--- src/rtl/y86_pkg.sv ---
// y86_pkg: shared Y86-64 icodes, register indices, data width and register-file FSM states
package y86_pkg;
    localparam int WIDTH = 64;
    localparam logic [3:0] I_HALT   = 4'h0;
    localparam logic [3:0] I_NOP    = 4'h1;
    localparam logic [3:0] I_RRMOVQ = 4'h2;
    localparam logic [3:0] I_IRMOVQ = 4'h3;
    localparam logic [3:0] I_RMMOVQ = 4'h4;
    localparam logic [3:0] I_MRMOVQ = 4'h5;
    localparam logic [3:0] I_OPQ    = 4'h6;
    localparam logic [3:0] I_JXX    = 4'h7;
    localparam logic [3:0] I_CALL   = 4'h8;
    localparam logic [3:0] I_RET    = 4'h9;
    localparam logic [3:0] I_PUSHQ  = 4'hA;
    localparam logic [3:0] I_POPQ   = 4'hB;
    localparam logic [3:0] RNONE    = 4'hF;
    localparam logic [3:0] RSP      = 4'd4;
    typedef enum logic {INIT, RUN} rf_state_t;
endpackage

--- src/rtl/reg_array.sv ---
// reg_array: NREGS x WIDTH register storage, two write ports (M wins on a shared index), two async reads
module reg_array
    import y86_pkg::*;
#(
    parameter int WIDTH = y86_pkg::WIDTH,
    parameter int NREGS = 15
) (
    input  logic             clock,
    input  logic             reset_n,
    input  logic             we_e,
    input  logic [3:0]       dst_e,
    input  logic [WIDTH-1:0] wr_e,
    input  logic             we_m,
    input  logic [3:0]       dst_m,
    input  logic [WIDTH-1:0] wr_m,
    input  logic [3:0]       idx_a,
    input  logic [3:0]       idx_b,
    output logic [WIDTH-1:0] rd_a,
    output logic [WIDTH-1:0] rd_b
);
    logic [WIDTH-1:0] mem [NREGS];

    // M write is issued after E so a shared destination keeps the M data; indices past NREGS are dropped
    always_ff @(posedge clock or negedge reset_n)
        if (!reset_n) begin
            for (int k = 0; k < NREGS; k++) mem[k] <= '0;
        end else begin
            if (we_e && 32'(dst_e) < NREGS) mem[dst_e] <= wr_e;
            if (we_m && 32'(dst_m) < NREGS) mem[dst_m] <= wr_m;
        end

    // unbacked indices such as RNONE read as zero
    always_comb begin
        rd_a = (32'(idx_a) < NREGS) ? mem[idx_a] : '0;
        rd_b = (32'(idx_b) < NREGS) ? mem[idx_b] : '0;
    end
endmodule

--- src/rtl/decode_reg_read.sv ---
// decode_reg_read: Y86-64 SEQ decode source select, post-reset scrub FSM and register read; RF_BYPASS_EN adds write-through forwarding
module decode_reg_read
    import y86_pkg::*;
#(
    parameter int WIDTH   = y86_pkg::WIDTH,
    parameter int NREGS   = 15,
    parameter int RSP_IDX = 4
) (
    input  logic             clock,
    input  logic             reset_n,
    input  logic [3:0]       in_code,
    input  logic [3:0]       ra,
    input  logic [3:0]       rb,
    input  logic             w_en,
    input  logic [3:0]       w_dst_e,
    input  logic [WIDTH-1:0] w_val_e,
    input  logic [3:0]       w_dst_m,
    input  logic [WIDTH-1:0] w_val_m,
    output logic [3:0]       src_a,
    output logic [3:0]       src_b,
    output logic [WIDTH-1:0] val_a,
    output logic [WIDTH-1:0] val_b,
    output logic             rf_busy
);
    rf_state_t        state;
    logic [3:0]       cnt;
    logic             run;
    logic             we_e;
    logic             we_m;
    logic [3:0]       dst_e;
    logic [WIDTH-1:0] wr_e;
    logic [WIDTH-1:0] rd_a;
    logic [WIDTH-1:0] rd_b;

    // scrub sweep: one register per cycle, then hand the write ports to writeBack
    always_ff @(posedge clock or negedge reset_n)
        if (!reset_n) begin
            state   <= INIT;
            cnt     <= '0;
            rf_busy <= 1'b1;
        end else if (state == INIT) begin
            cnt <= cnt + 4'd1;
            if (cnt == 4'(NREGS - 1)) begin
                state   <= RUN;
                rf_busy <= 1'b0;
            end
        end

    assign run  = state == RUN;
    assign we_e = run ? w_en : 1'b1;
    assign dst_e = run ? w_dst_e : cnt;
    assign wr_e = run ? w_val_e : '0;
    assign we_m = run && w_en;

    // operand sources follow the Y86-64 decode table; unknown icodes select nothing
    always_comb begin
        src_a = (in_code inside {I_RRMOVQ, I_RMMOVQ, I_OPQ, I_PUSHQ}) ? ra :
                (in_code inside {I_RET, I_POPQ}) ? 4'(RSP_IDX) : RNONE;
        src_b = (in_code inside {I_RMMOVQ, I_MRMOVQ, I_OPQ}) ? rb :
                (in_code inside {I_CALL, I_RET, I_PUSHQ, I_POPQ}) ? 4'(RSP_IDX) : RNONE;
    end

    reg_array #(.WIDTH(WIDTH), .NREGS(NREGS)) u_regs (
        .clock   (clock),
        .reset_n (reset_n),
        .we_e    (we_e),
        .dst_e   (dst_e),
        .wr_e    (wr_e),
        .we_m    (we_m),
        .dst_m   (w_dst_m),
        .wr_m    (w_val_m),
        .idx_a   (src_a),
        .idx_b   (src_b),
        .rd_a    (rd_a),
        .rd_b    (rd_b)
    );

`ifdef RF_BYPASS_EN
    // forward this cycle's write data to a matching reader, M before E like the array itself
    always_comb begin
        val_a = (we_m && src_a != RNONE && w_dst_m == src_a) ? w_val_m :
                (we_m && src_a != RNONE && w_dst_e == src_a) ? w_val_e : rd_a;
        val_b = (we_m && src_b != RNONE && w_dst_m == src_b) ? w_val_m :
                (we_m && src_b != RNONE && w_dst_e == src_b) ? w_val_e : rd_b;
    end
`else
    assign val_a = rd_a;
    assign val_b = rd_b;
`endif
endmodule

--- config.mk ---
export PLATFORM = sky130hd
export DESIGN_NAME = decode_reg_read
export DESIGN_NICKNAME = d
export VERILOG_FILES = /design/src/rtl/y86_pkg.sv /design/src/rtl/reg_array.sv /design/src/rtl/decode_reg_read.sv
export SDC_FILE = /design/constraint.sdc
export NUM_CORES = 2
export LEC_CHECK = 0
export BUFFER_PORTS_ARGS = -buffer_cell sky130_fd_sc_hd__buf_2
export CORE_ASPECT_RATIO = 2
export CORE_UTILIZATION = 45
export CTS_CLUSTER_DIAMETER = 100
export CTS_CLUSTER_SIZE = 16
export DETAILED_ROUTE_END_ITERATION = 8
export PLACE_DENSITY = 0.63
export SLEW_MARGIN = 20
export SYNTH_ARGS = -nofsm -noshare
export SYNTH_HDL_FRONTEND = slang
export SYNTH_SLANG_ARGS = --single-unit
--- constraint.sdc ---
create_clock -name clock -period 2.2 [get_ports clock]
set_input_delay 0.22 -clock clock [delete_from_list [all_inputs] [get_ports clock]]
set_output_delay 0.22 -clock clock [all_outputs]
set_load 0.01 [all_outputs]
==> flow_results.org <==
** Floorplanning
- I/O pin cnt :: 288
- The floorplan has 189 rows.
- Die Y-Extent :: 518 um
- The initial utilization of the core area, before any placement, comes to 0.453.
- The total area inside the core boundary comes to 132000 um2.
- The floorplan step set the die width to 260 um.
- Floorplan die area :: 135000 um2

** Synth
- Biggest area consumer among synthesized cells :: sky130_fd_sc_hd__dfrtp_1
- Mean instance size in the synthesized netlist :: 7.90 um2
- Synthesis produced a netlist with a net count of 7752.
- Most frequently used cell type in the post-synthesis netlist :: sky130_fd_sc_hd__nand2_1
- Dominant register cell in the synthesized netlist :: sky130_fd_sc_hd__dfrtp_1
- After synthesis the cells add up to 60000 um2.
- Synth area leaders :: sky130_fd_sc_hd__dfrtp_1, sky130_fd_sc_hd__mux2i_1, sky130_fd_sc_hd__nand2_1, sky130_fd_sc_hd__o21ai_0, sky130_fd_sc_hd__a21oi_1
- Portion of synthesized cell area occupied by the leading cell type :: 0.402
- After synthesis, the most frequently instantiated cells are sky130_fd_sc_hd__nand2_1, sky130_fd_sc_hd__dfrtp_1, sky130_fd_sc_hd__o21ai_0.
- In this run, synthesis inferred 0 flip-flops with an integrated enable.
- During synthesis, Yosys emitted a total of 0 warnings.
- Synth Instances :: 7599
- Synthesis inferred 966 register bits.
- For this run, asynchronously set or reset flops after synthesis account for 1.00.
- For this run, the register share of the synthesized area comes to 0.403.
- After synthesis, the netlist uses 61 different library cells.

** STA
- Once routing completed, OpenROAD measured the worst setup slack at -0.591 ns.
- Worst Clk Skew :: 0.0154 ns
- Derived from the worst setup path, the maximum achievable clock frequency is 358 MHz.
- For the pin with the worst max-slew slack, the measured transition is 0.707 ns.
- Hold Vio Cnt, Final :: 0
- The max-slew violation count came to 0.
- In this run the tightest slew margin relative to its limit is 0.529.
- Final hold analysis gives a worst-case slack of 0.0131 ns.
- Setup violations remaining at the end of the flow were counted as 941.
- The routed design could run at a clock period as short as 2.79 ns.
- Crit share post-route :: 1.27
- Setup repair after global routing missed its margin :: true

** Cells and area
- Ratio of cells with drive above 1 in the final layout :: 0.250
- Synthesis-to-finish area growth :: 36.6%
- Final instance area :: 82000 um2
- Post-layout nets :: 8424

** Route
- Detail Route Antenna Nets :: 0
- Final wirelength :: 328000 um
- Detailed-routing iteration count for the pre-antenna-repair pass :: 9
- For this block, the initial DRC count from the detailed router was 10100.
- Wirelength per Cell :: 32.7 um
- Via-to-Cell Ratio :: 6.94
- DRC violation count after routing :: 3
- The detailed router placed 69600 vias in this run.

** Placed design
- The congestion estimate from routability-driven global placement came to 0.979.
- Placed cell areas :: 69800 um2
- During placement, the flow inserted port buffers numbering 287.
- The HPWL after detailed placement is 204000 um.

** Clock network
- TritonCTS Sinks :: 966
- In this run, CTS created clock tree buffers numbering 70.
- TritonCTS clock tree :: yes
- Clock root buffer master :: sky130_fd_sc_hd__clkbuf_16
- Total number of H-tree levels :: 3
- Counting along the longest clock path gives a buffer depth of 3.
- After clock tree synthesis, the clock-pin slew on the worst setup and hold paths is 0.08 ns.
- At the later pin of the worst-skew pair, clock insertion delay measures 0.71 ns.

** Setup path
- The number of cells on the worst reg-to-reg path is 9.
- Of all nets on the critical path, the largest fanout is 6.
- Data on the critical path is required at its endpoint by 1.98 ns.
- In this run the critical register-to-register path is launched from run.
- Arrival time worst endpoint :: 2.57 ns
- Category of the most critical setup path :: input port to output pin
- Kind of start point of the critical path :: input port
- Beginning of the critical path :: in_code[1]
- The worst register-to-register path ends at u_regs.mem[552].
- The critical path ends at val_b[15].
- Critical Path Sink Type :: output pin
- Worst reg2reg setup slack :: -0.32 ns

** Power
- Of the total power, the share spent switching nets is 0.380.
- P_sw :: 22.3 mW
- Clock power share :: 0.223
- Pleak :: 32.9 nW
- Power density over the cells :: 714 nW/um2
- Maximum VDD drop :: 0.666 mV
- The share of total power dissipated in combinational logic is 0.321.
- Of the total power, registers draw 0.455.
- Cell internal power was estimated by the tool at 36.3 mW.

** Global route
- Summed over all layers, the global routing overflow is 0.
- The first global-routing pass estimated 457000 um of wire.
- For this run, the total global-route usage over all layers was measured as 0.463.
- The number of antenna violations at the first check in global routing is 30.
- Vias in the first global route :: 65400
- Entering global routing, the biggest net connects 105 pins.

** Hold path
- Hold Crit Class :: input port to asynchronous set/reset pin

** Run
- Across the run, the number of max-cap violations was 0.

** Status
- Result of the run :: finished with violations
- The checks that failed: design-rule violations, negative setup slack.
[power groups by stage]
stage	logic [mW]	registers [mW]	clock network (mW)
6_report	18.8	26.7	13.1
4_1_cts	16.9	26.0	13.1
3_5_place_dp	14.8	26.2	0
2_1_floorplan	9.01	24.6	0
5_1_grt	19.9	26.9	13.6
3_3_place_gp	14.4	26.0	0
[stage by stage]
stage	TNS, ns	util	total power, mW	instances	worst slack, ns
floorplan	-0.0652	-	33.7	7599	-0.00652
global placement	-95.98	0.527	40.4	9547	-0.958
detailed placement	-102.59	0.527	40.9	9547	-0.835
CTS	-117.07	0.592	55.9	9906	-0.520
global route	-211.85	0.619	60.4	10000	-0.522
finish	-155.53	0.619	58.6	10000	-0.591
[critical path: stages]
cell and delay [ns]:
sky130_fd_sc_hd__buf_8 0.10, sky130_fd_sc_hd__buf_6 0.11, sky130_fd_sc_hd__and2_4 0.17, sky130_fd_sc_hd__o31ai_4 0.32, sky130_fd_sc_hd__buf_12 0.21, sky130_fd_sc_hd__buf_12 0.15
sky130_fd_sc_hd__buf_16 0.17, sky130_fd_sc_hd__buf_12 0.15, sky130_fd_sc_hd__buf_8 0.12, sky130_fd_sc_hd__a221oi_2 0.05, sky130_fd_sc_hd__o21ai_1 0.22, sky130_fd_sc_hd__o32a_1 0.35
sky130_fd_sc_hd__buf_2 0.20
[worst min-delay path by stage]
stage	start	to	slack [ns]	cells past startpoint
2_1_floorplan	reset_n	cnt[0]	-0.08	0
3_3_place_gp	reset_n	u_regs.mem[302]	0.17	1
3_5_place_dp	reset_n	u_regs.mem[490]	0.17	1
4_1_cts	reset_n	u_regs.mem[490]	0.01	2
5_1_grt	reset_n	u_regs.mem[490]	0.04	2
6_report	reset_n	u_regs.mem[490]	0.01	2
[layout by cell type, fill, tap and decap left out, types with 17 or more instances in the layout]
master and count:
sky130_fd_sc_hd__o221ai_2 44, sky130_fd_sc_hd__dlygate4sd3_1 66, sky130_fd_sc_hd__o21ai_1 386, sky130_fd_sc_hd__o221ai_1 127
sky130_fd_sc_hd__buf_16 58, sky130_fd_sc_hd__o22ai_1 87, sky130_fd_sc_hd__a221oi_1 159, sky130_fd_sc_hd__clkbuf_16 95
sky130_fd_sc_hd__buf_4 530, sky130_fd_sc_hd__nor2_2 24, sky130_fd_sc_hd__o22ai_2 25, sky130_fd_sc_hd__buf_12 315
sky130_fd_sc_hd__a311oi_1 17, sky130_fd_sc_hd__dfrtp_1 964, sky130_fd_sc_hd__buf_8 50, sky130_fd_sc_hd__mux2i_1 553
sky130_fd_sc_hd__a21oi_2 37, sky130_fd_sc_hd__buf_6 162, sky130_fd_sc_hd__a311oi_4 18, sky130_fd_sc_hd__o21ai_0 656
sky130_fd_sc_hd__a311oi_2 78, sky130_fd_sc_hd__diode_2 26, sky130_fd_sc_hd__buf_2 240, sky130_fd_sc_hd__nor2_4 41
sky130_fd_sc_hd__nand2_2 48, sky130_fd_sc_hd__mux2i_2 18, sky130_fd_sc_hd__a22oi_1 58, sky130_fd_sc_hd__a221oi_2 81
sky130_fd_sc_hd__a22oi_2 20, sky130_fd_sc_hd__nand2_1 1465, sky130_fd_sc_hd__nand2_4 26, sky130_fd_sc_hd__a21oi_1 718
sky130_fd_sc_hd__and2_1 65, sky130_fd_sc_hd__nor2_1 648, sky130_fd_sc_hd__o32a_1 61, sky130_fd_sc_hd__a31oi_1 80
[layer usage]
| layer | up-vias | share of wire | global-route usage |
|---|---|---|---|
| met4 | 12 | 0.11 | 0.403 |
| met2 | 5887 | 0.44 | 0.709 |
| li1 | 28600 | - | - |
| met3 | 2068 | 0.12 | 0.123 |
| met1 | 33000 | 0.33 | 0.530 |
| met5 | - | 0.00025 | 0 |
[kinds of logic (layout without fill, tap and decap cells)]
kind of cell | Yosys count | in the layout | synth area share
AND/OR/NAND/NOR | 2397 | 2397 | 0.157
AO/OA/AOI/OAI | 2782 | 2782 | 0.283
adder cells (fa/ha/maj) | 2 | 2 | 0.000417
buffers and inverters | 872 | 1556 | 0.0595
XOR/XNOR | 2 | 2 | 0.000292
multiplexers | 578 | 578 | 0.0964
flip-flops | 966 | 966 | 0.403
other | 0 | 26 | 0
[cell type report]
cell class,instances,area (um2)
Clock inverter,5,53.8
Tap cell,1719,2150
Fill cell,11100,50500
Clock buffer,79,1830
Sequential cell,966,24200
Timing Repair Buffer,1458,17300
Multi-Input combinational cell,5761,36300
Inverter,14,92.6
Antenna cell,26,65.1
[timing repair]
action	in CTS	in global routing
pin swaps	329	222
gates resized for setup	771	451
endpoints found under the hold margin	1414	0
hold buffers	66	0
endpoints found under the setup margin	675	1032
gates cloned	50	24
buffers inserted	169	97
[state kept, by name, summed over array words and instances (netlist names)]
register	count
cnt	4
run	1
u_regs.mem	960
rf_busy	1
(Power assumes the default switching activity.)
